`src/rtl/gpio_irq_pkg.sv`:
```
`default_nettype none
`timescale 1ns/1ps
// ============================================================================
// Module      : gpio_irq_pkg
// Description : Shared limits and vector type for the GPIO edge/level IRQ path.
// Revision    : 1.0 - initial release
// ============================================================================
package gpio_irq_pkg;

  localparam int GPIO_WIDTH_MAX = 32;
  localparam int SYNC_DEPTH_MIN = 2;

  // Full-width container for pin vectors; instances use the low WIDTH bits.
  typedef logic [GPIO_WIDTH_MAX-1:0] gpio_vec_t;

endpackage : gpio_irq_pkg
`default_nettype wire

```
`src/rtl/async_sync_chain.sv`:
```
`default_nettype none
`timescale 1ns/1ps
// ============================================================================
// Module      : async_sync_chain
// Description : Single-bit multi-flop synchronizer, asynchronously reset to 0.
// Revision    : 1.0 - initial release
// ============================================================================
module async_sync_chain
  import gpio_irq_pkg::*;
#(
  parameter int SYNC_DEPTH = 3
) (
  input  logic clock,
  input  logic reset,
  input  logic d,
  output logic q
);

  // Depths below the metastability minimum are raised rather than honoured.
  localparam int c_DEPTH = (SYNC_DEPTH < SYNC_DEPTH_MIN) ? SYNC_DEPTH_MIN : SYNC_DEPTH;

  logic [c_DEPTH-1:0] r_stage;

  always_ff @(posedge clock or posedge reset) begin
    if (reset) begin
      r_stage <= '0;
    end else begin
      r_stage <= {r_stage[c_DEPTH-2:0], d};
    end
  end

  assign q = r_stage[c_DEPTH-1];

endmodule : async_sync_chain
`default_nettype wire

```
`src/rtl/gpio_edge_irq_capture.sv`:
```
`default_nettype none
`timescale 1ns/1ps
// ============================================================================
// Module      : gpio_edge_irq_capture
// Description : Per-pin synchronizers feeding rise/fall/high/low detection,
//               sticky W1C pending bits and one registered interrupt line.
// Revision    : 1.0 - initial release
// ============================================================================
module gpio_edge_irq_capture
  import gpio_irq_pkg::*;
#(
  parameter int WIDTH      = 8,
  parameter int SYNC_DEPTH = 3
) (
  input  logic             clock,
  input  logic             reset,
  input  logic [WIDTH-1:0] io_in,
  input  logic [WIDTH-1:0] io_rise_en,
  input  logic [WIDTH-1:0] io_fall_en,
  input  logic [WIDTH-1:0] io_high_en,
  input  logic [WIDTH-1:0] io_low_en,
  input  logic             io_clr_valid,
  input  logic [WIDTH-1:0] io_clr_mask,
  output logic [WIDTH-1:0] io_sync_value,
  output logic [WIDTH-1:0] io_pending,
  output logic             io_irq
);

  logic [WIDTH-1:0] w_sync;
  logic [WIDTH-1:0] w_rise;
  logic [WIDTH-1:0] w_fall;
  logic [WIDTH-1:0] w_hit;
  logic [WIDTH-1:0] w_clr;
  logic [WIDTH-1:0] w_pending_next;

  logic [WIDTH-1:0] r_prev;
  logic [WIDTH-1:0] r_pending;
  logic             r_primed;
  logic             r_irq;

  for (genvar gi = 0; gi < WIDTH; gi++) begin : g_sync
    async_sync_chain #(
      .SYNC_DEPTH (SYNC_DEPTH)
    ) u_sync (
      .clock (clock),
      .reset (reset),
      .d     (io_in[gi]),
      .q     (w_sync[gi])
    );
  end

  assign w_rise = w_sync & ~r_prev;
  assign w_fall = ~w_sync & r_prev;

  // Every detect source, including levels, waits for primed so the first
  // cycle out of reset never reports anything.
  assign w_hit = {WIDTH{r_primed}} &
                 ((w_rise & io_rise_en) | (w_fall & io_fall_en) |
                  (w_sync & io_high_en) | (~w_sync & io_low_en));

  assign w_clr          = {WIDTH{io_clr_valid}} & io_clr_mask;
  assign w_pending_next = w_hit | (r_pending & ~w_clr);

  always_ff @(posedge clock or posedge reset) begin
    if (reset) begin
      r_prev    <= '0;
      r_pending <= '0;
      r_primed  <= 1'b0;
      r_irq     <= 1'b0;
    end else begin
      r_prev    <= w_sync;
      r_pending <= w_pending_next;
      r_primed  <= 1'b1;
      // Built from the next-state vector so irq rises with pending, not after.
      r_irq     <= |w_pending_next;
    end
  end

  assign io_sync_value = w_sync;
  assign io_pending    = r_pending;
  assign io_irq        = r_irq;

endmodule : gpio_edge_irq_capture
`default_nettype wire

```
`config.mk`:
```
export PLATFORM = sky130hd
export DESIGN_NAME = gpio_edge_irq_capture
export DESIGN_NICKNAME = d
export VERILOG_FILES = /design/src/rtl/gpio_irq_pkg.sv /design/src/rtl/async_sync_chain.sv /design/src/rtl/gpio_edge_irq_capture.sv
export SDC_FILE = /design/constraint.sdc
export NUM_CORES = 1
export LEC_CHECK = 0
export CAP_MARGIN = 30
export CORE_UTILIZATION = 40
export DETAILED_ROUTE_END_ITERATION = 12
export PLACE_DENSITY = 0.82
export SYNTH_ARGS = -nofsm -noshare
export SYNTH_HDL_FRONTEND = slang
export SYNTH_SLANG_ARGS = --single-unit
```
`constraint.sdc`:
```
create_clock -name clock -period 1.7 [get_ports clock]
set_input_delay 0.34 -clock clock [delete_from_list [all_inputs] [get_ports clock]]
set_output_delay 0.34 -clock clock [all_outputs]
set_load 0.02 [all_outputs]
```
Word-level counts from Yosys, hierarchy flattened
Cells that the tools add are included.
{ "word_totals": {"regBits": 42, "latch_bits": 0, "ramBits": 0, "romBits": 0, "in_bits": 51, "out_inout_bits": 17, "wordCells": 29, "mem_count": 0} }
{ "op_classes": {"addsub": 0, "n_mul": 0, "div": 0, "order_cmp": 0, "eq_ne": 0, "n_shift": 0, "n_mux": 0, "bitwise_logic": 16, "reduce_logical": 1} }
{ "ops": {"columns": ["cell", "n"], "rows": [
  ["$and 8x8->8", 9],
  ["$or 8x8->8", 4],
  ["$not 8->8", 3],
  ["$reduce_or 8->1", 1]
]} }

Logic depth before layout (Yosys ltp)
{ "logic_depth": {"word_depth": 9, "mapped_depth": 5, "mapped_depth_nobuf": 5} }

Modules after synthesis
From an unflattened synthesis, not the netlist that was laid out.
{ "unflattened": {"cells_unflattened": 105, "hier_area_um2": 1422.6} }
{ "modules_own_cells": {"columns": ["mod", "n_inst", "cells_each", "area_each_um2", "seq_area_each_um2"], "rows": [
  ["gpio_edge_irq_capture", 1, 73, 792.0, 450.4],
  ["async_sync_chain", 8, 4, 78.8, 75.1]
]} }

Worst setup path after synthesis
Ideal clock, no wire load.
{ "synth_timing": {"path_type": "input -> register", "start": "input io_fall_en[6]", "end": "register r_irq (netlist: io_irq)", "setup_time_ns": 0.129, "arrival_time_ns": 1.133, "required_ns": 1.571, "path_slack_ns": 0.439, "stages": 5, "n_path_buf": 0, "cell_sequence": "a211oi_2 -> a31oi_1 -> a22o_1 -> nor4_1 -> nand2_1"} }
{ "synth_via": {"elab_chain_cells": 7} }
{ "synth_rtl": {"columns": ["element", "line_no", "text"], "rows": [
  ["from (decl)", "gpio_edge_irq_capture.sv:19", "input logic [WIDTH-1:0] io_fall_en,"],
  ["$and 8x8->8", "gpio_edge_irq_capture.sv:58", "((w_rise & io_rise_en) | (w_fall & io_fall_en) |"],
  ["$or 8x8->8 (2 in a row)", "gpio_edge_irq_capture.sv:58", null],
  ["$or 8x8->8", "gpio_edge_irq_capture.sv:59", "(w_sync & io_high_en) | (~w_sync & io_low_en));"],
  ["$and 8x8->8", "gpio_edge_irq_capture.sv:57", "assign w_hit = {WIDTH{r_primed}} &"],
  ["$or 8x8->8", "gpio_edge_irq_capture.sv:62", "assign w_pending_next = w_hit | (r_pending & ~w_clr);"],
  ["named net w_pending_next[6]", "gpio_edge_irq_capture.sv:34", "logic [WIDTH-1:0] w_pending_next;"],
  ["$reduce_or 8->1", "gpio_edge_irq_capture.sv:75", "r_irq <= |w_pending_next;"],
  ["to (signal assigned)", "gpio_edge_irq_capture.sv:75", null],
  ["to (decl)", "gpio_edge_irq_capture.sv:39", "logic r_irq;"]
]} }
The timed path passes the listed nets, and every way through them passes these cells.

Final worst setup path
{ "layout_timing": {"start": "register r_pending[0] (netlist: io_pending[0])", "end": "output io_pending[0]"} }
{ "layout_rtl": {"columns": ["element", "line_no", "text"], "rows": [
  ["from (decl)", "gpio_edge_irq_capture.sv:37", "logic [WIDTH-1:0] r_pending;"],
  ["from (signal assigned)", "gpio_edge_irq_capture.sv:72", "r_pending <= w_pending_next;"],
  ["to (decl)", "gpio_edge_irq_capture.sv:25", "output logic [WIDTH-1:0] io_pending,"]
]} }
No word-level cell between the ends.

==> summary.txt <==
status -> finished, final reports clean
post-route ant nets -> 0
Die H -> 62.3 um
clock net sink count -> 42
required time of the worst setup path -> 1.36 ns
row count -> 21
Place WS -> -0.221 ns
Cells after DPL -> 210
dominant cell by count in the synthesized netlist -> dfrtp_1
Initial DRC Count -> 22
Placeable Area -> 3420 um2
period utilization -> 0.962
layout cells sized above 1 -> 0.0756
nets -> 222
GP Congestion -> 0.691
routed wire length per instance -> 12.9 um
Layout Cells excl Fill -> 218
skew final -> 0.0110 ns
final wirelength -> 2800 um
Crit. End Element -> primary output
Post-synth EDFFs -> 0
cell family with most CP delay -> buffers and inverters
Worst VDD drop -> 0.529 mV
startpoint types -> register
f_max -> 612 MHz
hold-fix buffers at CTS -> 0
Synth Register Bits -> 42
initial core utilization -> 0.425
top cell type by total area after synthesis -> dfrtp_1
post-synthesis sequential area ratio -> 0.724
Boundary Pins -> 68
maximum root-to-sink buffer count -> 2
Num CTS Buffers -> 5
Crit Path Class -> register to primary output
clk slew on worst S/H paths -> 0.11 ns
top cells by area, synth -> dfrtp_1 72%, a22o_1 4.8%, buf_4 4.1%
drt via density -> 4.69
total number of vias -> 1023
vias in the first global route -> 1073
H-tree depth -> 2
pwr dens -> 857 nW/um2
# diodes -> 0
Worst Hold Class -> input pin to async pin
initial antenna violation count -> 0
gr usage total -> 0.158
Max Cap Viol -> 0
CP cell instances -> clkdlybuf4s50_1
worst setup margin -> 0.0654 ns
most frequent cells after synthesis -> 42 x dfrtp_1, 9 x inv_1, 9 x nand2_1
Slew Viols, Final -> 0
Die X-Extent -> 62.3 um
final setup vio count -> 0
Async SR Flop Fraction -> 1.00
Layout area overhead -> 51.6%
Hold WS -> 0.330 ns
min Tclk post-route -> 1.63 ns
syn_nets -> 156
top_reg_cell synth -> dfrtp_1
drt drc -> 0
buffers plus inverters on the worst setup path -> 1
crit path DAT -> 1.29 ns
Netlist cell types -> 13
RSZ-0062 raised after global routing -> no
drt first pass iters -> 3
CP Max Fanout -> 2
Hold Vio Cnt, Final -> 0
largest net degree at the start of global routing -> 43
Lkg Pwr -> 0.975 nW
slowest stage delay, CP -> 0.60 ns
Yosys top cell area share -> 0.724
Die Footprint -> 3880 um2
syn_area_per_cell -> 13.8 um2
hpwl dp -> 2070 um
GRT overflow -> 0
worst skew pair latency -> 0.34 ns
cells after synthesis -> 105
global-route wire length before repair -> 4590 um
critical path's slowest cell -> clkdlybuf4s50_1
setup bufs post-CTS -> 0
Clk Tree Root Cell -> clkbuf_4
PortBufs -> 67
CTS tree -> built
Mapped Area -> 1450 um2
Ys Warns -> 0
[power by group]
| group | switching, mW | leakage (nW) | internal (mW) |
|---|---|---|---|
| registers | 0.0364 | 0.480 | 1.06 |
| clock network | 0.282 | 0.0353 | 0.201 |
| logic | 0.123 | 0.460 | 0.185 |
[routing by layer]
layer  track usage  part of all wire  vias up
met5             0                 0        -
met4        0.0523            0.0068        0
met3        0.0643             0.081        2
met2         0.273              0.51       51
met1         0.176              0.40      485
li1              -                 -      485
[cells in the final DEF (no fill, tap or decap)]
cell type,n
clkbuf_1,1
dfrtp_1,42
inv_1,8
a211oi_1,4
nand2_1,9
buf_12,1
a31oi_1,8
a22o_1,8
clkinv_2,1
dlygate4sd2_1,9
clkbuf_4,5
buf_4,1
clkdlybuf4s50_1,53
nand2b_1,8
dlymetal6s2s_1,5
conb_1,1
nor4_1,2
clkinv_1,1
clkbuf_8,1
a211oi_2,4
[sequential cells by signal, summed over array words and instances (netlist names)]
signal	count
r_prev	8
r_primed	1
io_irq	1
g_sync.u_sync.r_stage	24
io_pending	8
[worst paths after layout]
kind                                                   from                          end  slack [ns]  cells past startpoint
worst min register to register  g_sync[1].u_sync.r_stage[0]  g_sync[1].u_sync.r_stage[1]        0.36                      0
worst max register to register                    r_prev[6]                       io_irq        0.22                      5
worst max-delay path                          io_pending[0]                io_pending[0]        0.07                      1
max in group asynchronous                             reset  g_sync[2].u_sync.r_stage[1]        1.17                      3
min in group clock              g_sync[1].u_sync.r_stage[0]  g_sync[1].u_sync.r_stage[1]        0.36                      0
worst min-delay path                                  reset  g_sync[3].u_sync.r_stage[2]        0.33                      3
[timing repair]
action,4_1_cts,5_1_grt
resized for setup,9,5
pin swaps,0,0
setup endpoints to repair,9,5
[logic make-up (layout without fill, tap and decap cells)]
kind of cell	count (synthesis)	count (layout)	synth area share
buf+inv	19	86	0.0698
flops	42	42	0.724
compound gates	24	24	0.138
simple gates	19	19	0.0663
other cells	1	1	0.00258
[cell type report]
cell class / instances / area (um2)
tap: 46 / 57.6
sequential: 42 / 1050
multi-input combinational: 44 / 300
clock buffer: 7 / 55.1
clock inverter: 1 / 5.00
timing repair buffer: 69 / 699
fill: 273 / 1210
inverter: 9 / 33.8
[metrics by stage]
step           total power, mW  area [um2]  TNS [ns]  utilization
2_1_floorplan             1.24        1450         0            -
3_3_place_gp              1.43        2140    -0.192        0.627
3_5_place_dp              1.44        2140    -0.221        0.627
4_1_cts                   1.92        2190         0        0.641
5_1_grt                   1.99        2200         0        0.645
6_report                  1.89        2200         0        0.645
(Power assumes the default switching activity.)
==> edit 1 (same flow settings) <==
Take the reset off `r_pending` and load it in a clocked block of its own.
--- a/src/rtl/gpio_edge_irq_capture.sv
+++ b/src/rtl/gpio_edge_irq_capture.sv
@@ -65,14 +65,16 @@
     if (reset) begin
       r_prev    <= '0;
-      r_pending <= '0;
       r_primed  <= 1'b0;
       r_irq     <= 1'b0;
     end else begin
       r_prev    <= w_sync;
-      r_pending <= w_pending_next;
       r_primed  <= 1'b1;
       // Built from the next-state vector so irq rises with pending, not after.
       r_irq     <= |w_pending_next;
     end
+  end
+
+  always_ff @(posedge clock) begin
+    r_pending <= w_pending_next;
   end
 
Formal check against the unedited RTL: differs if reset is asserted again (counterexample within 4 cycles, from zero or initial values and one cycle with reset high); with reset held inactive, the same outputs for 10 cycles.
==> edit 1 against the unedited design <==
- design area is 1.6% lower
- sequential cell count stayed put
- worst setup slack better by 0.012 ns
- synthesized area is 2.8% lower
- fmax is 0.75% higher
- routed wire length is 8.1% higher
- critical path depth stayed put
- synthesized cell count stayed put
- total power is 1.1% higher
- critical path type unchanged
- critical endpoint is now io_irq
- largest cell class unchanged
- largest power group unchanged
==> edit 1: results (changes against the unedited design) <==
.. list-table::
   :header-rows: 1

   * - Metric
     - Value
   * - Largest driver fanout on the critical path
     - 1 (-1)
   * - Die X
     - 61.4 um (-1.3%)
   * - Sequential fraction of the synthesis area
     - 71.6% (-0.78 points)
   * - Total vias in the final route
     - 1,020 (-0.29%)
   * - Proportion of register bits with asynchronous set or reset after synthesis
     - 81.0% (-19 points)
   * - Number of antenna violations at the first check in global routing
     - 0 (unchanged)
   * - Total routing usage reported by global routing
     - 17.5% (+1.7 points)
   * - Top reg by flops
     - g_sync.u_sync.r_stage
   * - Maximum buffer depth of the clock tree
     - 2 (unchanged)
   * - Count of warnings emitted by yosys
     - 0 (unchanged)
   * - Count of buffers added by post-CTS timing repair for setup
     - 0 (unchanged)
   * - First-pass GRT wire length
     - 4.48 mm (-2.4%)
   * - Layout Skew
     - 0.00866 ns (-0.00232 ns)
   * - Iter 0 DRT Violations
     - 10 (-55%)
   * - Data arrival time of the critical path
     - 1.28 ns
   * - Number of CTS-inserted buffers
     - 5 (unchanged)
   * - Clock insertion delay at the later pin of the skew report
     - 0.35 ns
   * - Most frequent cells after synthesis
     - dfrtp_1, inv_1, nand2_1
   * - Leakage power of the design
     - 0.978 nW (+0.31%)
   * - Nets@finish
     - 223 (+0.45%)
   * - Number of distinct standard cells referenced by the synthesized netlist
     - 14 (+1)
   * - Largest net degree at the start of global routing
     - 35 (-19%)
   * - Placer congestion estimate
     - 0.655 (-5.2%)
   * - Sum of net half-perimeters after detailed placement
     - 2.26 mm (+9.3%)
   * - Fraction of final layout cells sized beyond drive strength 1
     - 8.09% (+0.53 points)
   * - Min-delay worst type
     - flop to flop
   * - Max reg flops
     - 24 (unchanged)
   * - Number of iterations in the first detailed-routing pass
     - 2 (-1)
   * - Worst IR drop on VDD
     - 0.609 mV (+15%)
   * - Number of filler cells placed in the layout
     - 286 (+4.8%)
   * - Largest stage delay, worst path
     - 0.59 ns
   * - H-tree lvl count
     - 2 (unchanged)
   * - Ant. Diodes
     - 0 (unchanged)
   * - Status
     - finished clean
   * - Clock tree root driver cell
     - clkbuf_4
   * - Drt wl/cell
     - 13.8 um (+7.6%)
   * - CP max-delay cell
     - clkdlybuf4s50_1
   * - Vias in the first global route
     - 1,072 (-0.093%)
   * - Cells taking the most area after synthesis
     - dfrtp_1, dfxtp_1, a22o_1
   * - Crit-path leading delay family
     - buffers and inverters
## edit 1: per-stage QoR
step	cells	worst slack [ns]	instance area, sq um	total power [W]	utilization (%)
finish	219	0.0776	2170	0.00191	64.4
global route	219	0.0232	2170	0.00201	64.4
CTS	219	0.00957	2150	0.00193	63.8
detailed placement	211	-0.169	2100	0.00144	62.3
global placement	211	-0.186	2100	0.00142	62.3
floorplan	105	0.441	1410	0.00124	-
## edit 1: layout make-up
| type | instances | share of cell area, % |
|---|---|---|
| inverter | 9 | 1.56 |
| timing repair buffer | 70 | 32.5 |
| multi-input combinational | 44 | 13.9 |
| clock inverter | 1 | 0.231 |
| sequential | 42 | 46.7 |
| tap | 46 | 2.66 |
| clock buffer | 7 | 2.54 |
## edit 1: logic make-up (layout without fill, tap and decap cells)
logic type	Yosys count	count (layout)	share of synthesized area, %
other	1	1	0.265
DFF	42	42	71.6
AOI/OAI and AO/OA	24	24	14.2
buffers and inverters	19	87	7.17
and+or+nand+nor	19	19	6.82
## edit 1: path summary, 6_finish.rpt
kind | start | end | slack (ns) | cells past startpoint
max in group asynchronous | reset | g_sync[4].u_sync.r_stage[1]$_DFF_PP0_ | 1.00 | 3
min reg2reg | g_sync[1].u_sync.r_stage[0]$_DFF_PP0_ | g_sync[1].u_sync.r_stage[1]$_DFF_PP0_ | 0.35 | 0
min in group asynchronous | reset | g_sync[5].u_sync.r_stage[2]$_DFF_PP0_ | 0.40 | 3
max | io_irq$_DFF_PP0_ | io_irq | 0.08 | 1
min | g_sync[1].u_sync.r_stage[0]$_DFF_PP0_ | g_sync[1].u_sync.r_stage[1]$_DFF_PP0_ | 0.35 | 0
max reg2reg | g_sync[2].u_sync.r_stage[2]$_DFF_PP0_ | io_irq$_DFF_PP0_ | 0.25 | 5
## edit 1: what timing repair did
item                                    CTS  global route
endpoints found under the setup margin    8             8
gates resized for setup                   8             8
pin swaps                                 0             0
## edit 1: metal layers
| metal | up-vias | track usage [%] | share of wire [%] |
|---|---|---|---|
| met5 | - | 0 | 0 |
| met4 | 0 | 11.4 | 2.7 |
| met3 | 10 | 4.62 | 7.1 |
| met2 | 52 | 29.8 | 50 |
| met1 | 475 | 19.4 | 40 |
| li1 | 483 | - | - |
## edit 1: where the power goes
part	switching, W	total [W]	internal (W)
Combinational	0.000121	0.000305	0.000184
Clock	0.000307	0.000508	0.000201
Sequential	0.0000365	0.00110	0.00106
Total	0.000465	0.00191	0.00144
==> edit 2 (same flow settings) <==
Made on the original files. `SYNC_DEPTH` is set to 3 in 2 places; all go to 2.
--- a/src/rtl/async_sync_chain.sv
+++ b/src/rtl/async_sync_chain.sv
@@ -9,5 +9,5 @@
   import gpio_irq_pkg::*;
 #(
-  parameter int SYNC_DEPTH = 3
+  parameter int SYNC_DEPTH = 2
 ) (
   input  logic clock,
--- a/src/rtl/gpio_edge_irq_capture.sv
+++ b/src/rtl/gpio_edge_irq_capture.sv
@@ -11,5 +11,5 @@
 #(
   parameter int WIDTH      = 8,
-  parameter int SYNC_DEPTH = 3
+  parameter int SYNC_DEPTH = 2
 ) (
   input  logic             clock,
Behaviour: not the same (a bounded check fails within 4 cycles, from zero or initial values and one cycle with reset high).
==> edit 2 against the unedited design <==
- the flow now finishes with violations (DRC)
- first-iteration DRC count shrank 9.1%
- global-route usage increased by 2.4 points
- worst setup slack worse by 0.0031 ns
- routed wire length decreased by 5.3%
- synthesized area fell by 14%
- clock skew is 0.0050 ns lower
- total power down 12%
- design area shrank 9.5%
- sequential cell count down 8
- core utilization is 5.4 points higher
- via count shrank 8.4%
- largest cell class unchanged
- highest routed layer unchanged
==> edit 2: results (changes against the unedited design) <==
.. list-table::
   :header-rows: 1

   * - Metric
     - Value
   * - Largest net degree at the start of global routing
     - 35 (-19%)
   * - Nets@finish
     - 215 (-3.2%)
   * - Gates resized, CTS repair
     - 7 (-2)
   * - Cell internal power dissipation
     - 0.00124 W (-14%)
   * - Worst IR drop on VDD
     - 0.569 mV (+7.5%)
   * - Share of cell area taken by multi-input logic gates
     - 15.1% (+1.4 points)
   * - Leakage power of the design
     - 0.905 nW (-7.3%)
   * - Min-delay worst type
     - flop to flop
   * - Number of cells produced by synthesis
     - 97 (-7.6%)
   * - Power consumed by the clock network
     - 0.000470 W (-3%)
   * - Metal2 WL
     - 1.29 mm (-9.5%)
   * - Cells taking the most area after synthesis
     - dfrtp_1, a22o_1, buf_4
   * - Number of iterations in the first detailed-routing pass
     - 8 (+5)
   * - Drt wl/cell
     - 13.5 um (+5.3%)
   * - M1 WL
     - 1.08 mm (-3.9%)
   * - First-pass GRT wire length
     - 4.37 mm (-4.7%)
   * - Failing checks
     - DRC
   * - Max reg flops
     - 16 (-33%)
   * - Sum of net half-perimeters after detailed placement
     - 2.00 mm (-3.1%)
   * - Seq cells
     - 34 (-19%)
   * - Portion of the layout cell area used by clock cells
     - 3.20% (+0.48 points)
   * - Sequential fraction of the synthesis area
     - 67.9% (-4.4 points)
   * - Total area of sequential cells
     - 851 sq um (-19%)
   * - Total nets after synthesis
     - 148 (-5.1%)
   * - Placer congestion estimate
     - 0.778 (+13%)
   * - Layout Skew
     - 0.00598 ns (-0.00500 ns)
   * - Total routing usage reported by global routing
     - 18.2% (+2.4 points)
   * - Detailed-route DRC error count
     - 4 (+4)
   * - Vias in the first global route
     - 1,013 (-5.6%)
   * - Clk_buf instances
     - 6 (-1)
   * - Comb pwr share
     - 18.2% (+1.9 points)
   * - Total instance count after detailed placement
     - 188 (-10%)
   * - Status
     - complete, but fails checks
   * - Fraction of final layout cells sized beyond drive strength 1
     - 9.09% (+1.5 points)
   * - Non-Clock Buffer Area Fraction
     - 35.4% (+3.6 points)
   * - Buffers excl. clock
     - 70 (+1.4%)
   * - Post-synthesis compound-gate area fraction
     - 16.0% (+2.2 points)
   * - Pre-CTS setup slack
     - -0.139 ns (+0.0816 ns)
edit 2: changes by cell type after synthesis:
cell,delta
dfrtp_1,-8
edit 2: per-layer routing:
metal / track usage (%) / vias up
met4: 8.16 / 0
met3: 6.70 / 7
met5: 0 / -
met2: 29.4 / 45
met1: 21.7 / 425
li1: - / 460
edit 2: logic make-up (layout without fill, tap and decap cells):
logic type / after synthesis / in the layout
buffers and inverters: 19 / 87
other: 1 / 1
DFF: 34 / 34
AOI/OAI and AO/OA: 24 / 24
and+or+nand+nor: 19 / 19
edit 2: through the flow:
stage	instance area (sq um)	util [%]	total power, W	hold WS [ns]
floorplan	1250	-	0.00103	0.331
global placement	1920	67.2	0.00122	0.333
detailed placement	1920	67.2	0.00123	0.337
CTS	1970	69.1	0.00170	0.349
global route	1990	69.8	0.00175	0.356
finish	1990	69.8	0.00167	0.350
edit 2: worst reg2reg max path, delay by kind of cell (launching register included):
kind | cells | cell delay, ns
AO/OA/AOI/OAI | 3 | 0.51
AND/OR/NAND/NOR | 2 | 0.39
flip-flops | 1 | 0.42
edit 2: final timing paths:
kind / start / endpoint / slack, ns / cells after the start
max reg2reg: g_sync[2].u_sync.r_stage[1]$_DFF_PP0_ / io_irq$_DFF_PP0_ / 0.28 / 5
min reg2reg: g_sync[1].u_sync.r_stage[0]$_DFF_PP0_ / g_sync[1].u_sync.r_stage[1]$_DFF_PP0_ / 0.35 / 0
min in group asynchronous: reset / io_pending[3]$_DFF_PP0_ / 0.38 / 3
min: g_sync[1].u_sync.r_stage[0]$_DFF_PP0_ / g_sync[1].u_sync.r_stage[1]$_DFF_PP0_ / 0.35 / 0
max in group asynchronous: reset / g_sync[1].u_sync.r_stage[0]$_DFF_PP0_ / 1.02 / 3
max: io_pending[5]$_DFF_PP0_ / io_pending[5] / 0.06 / 1
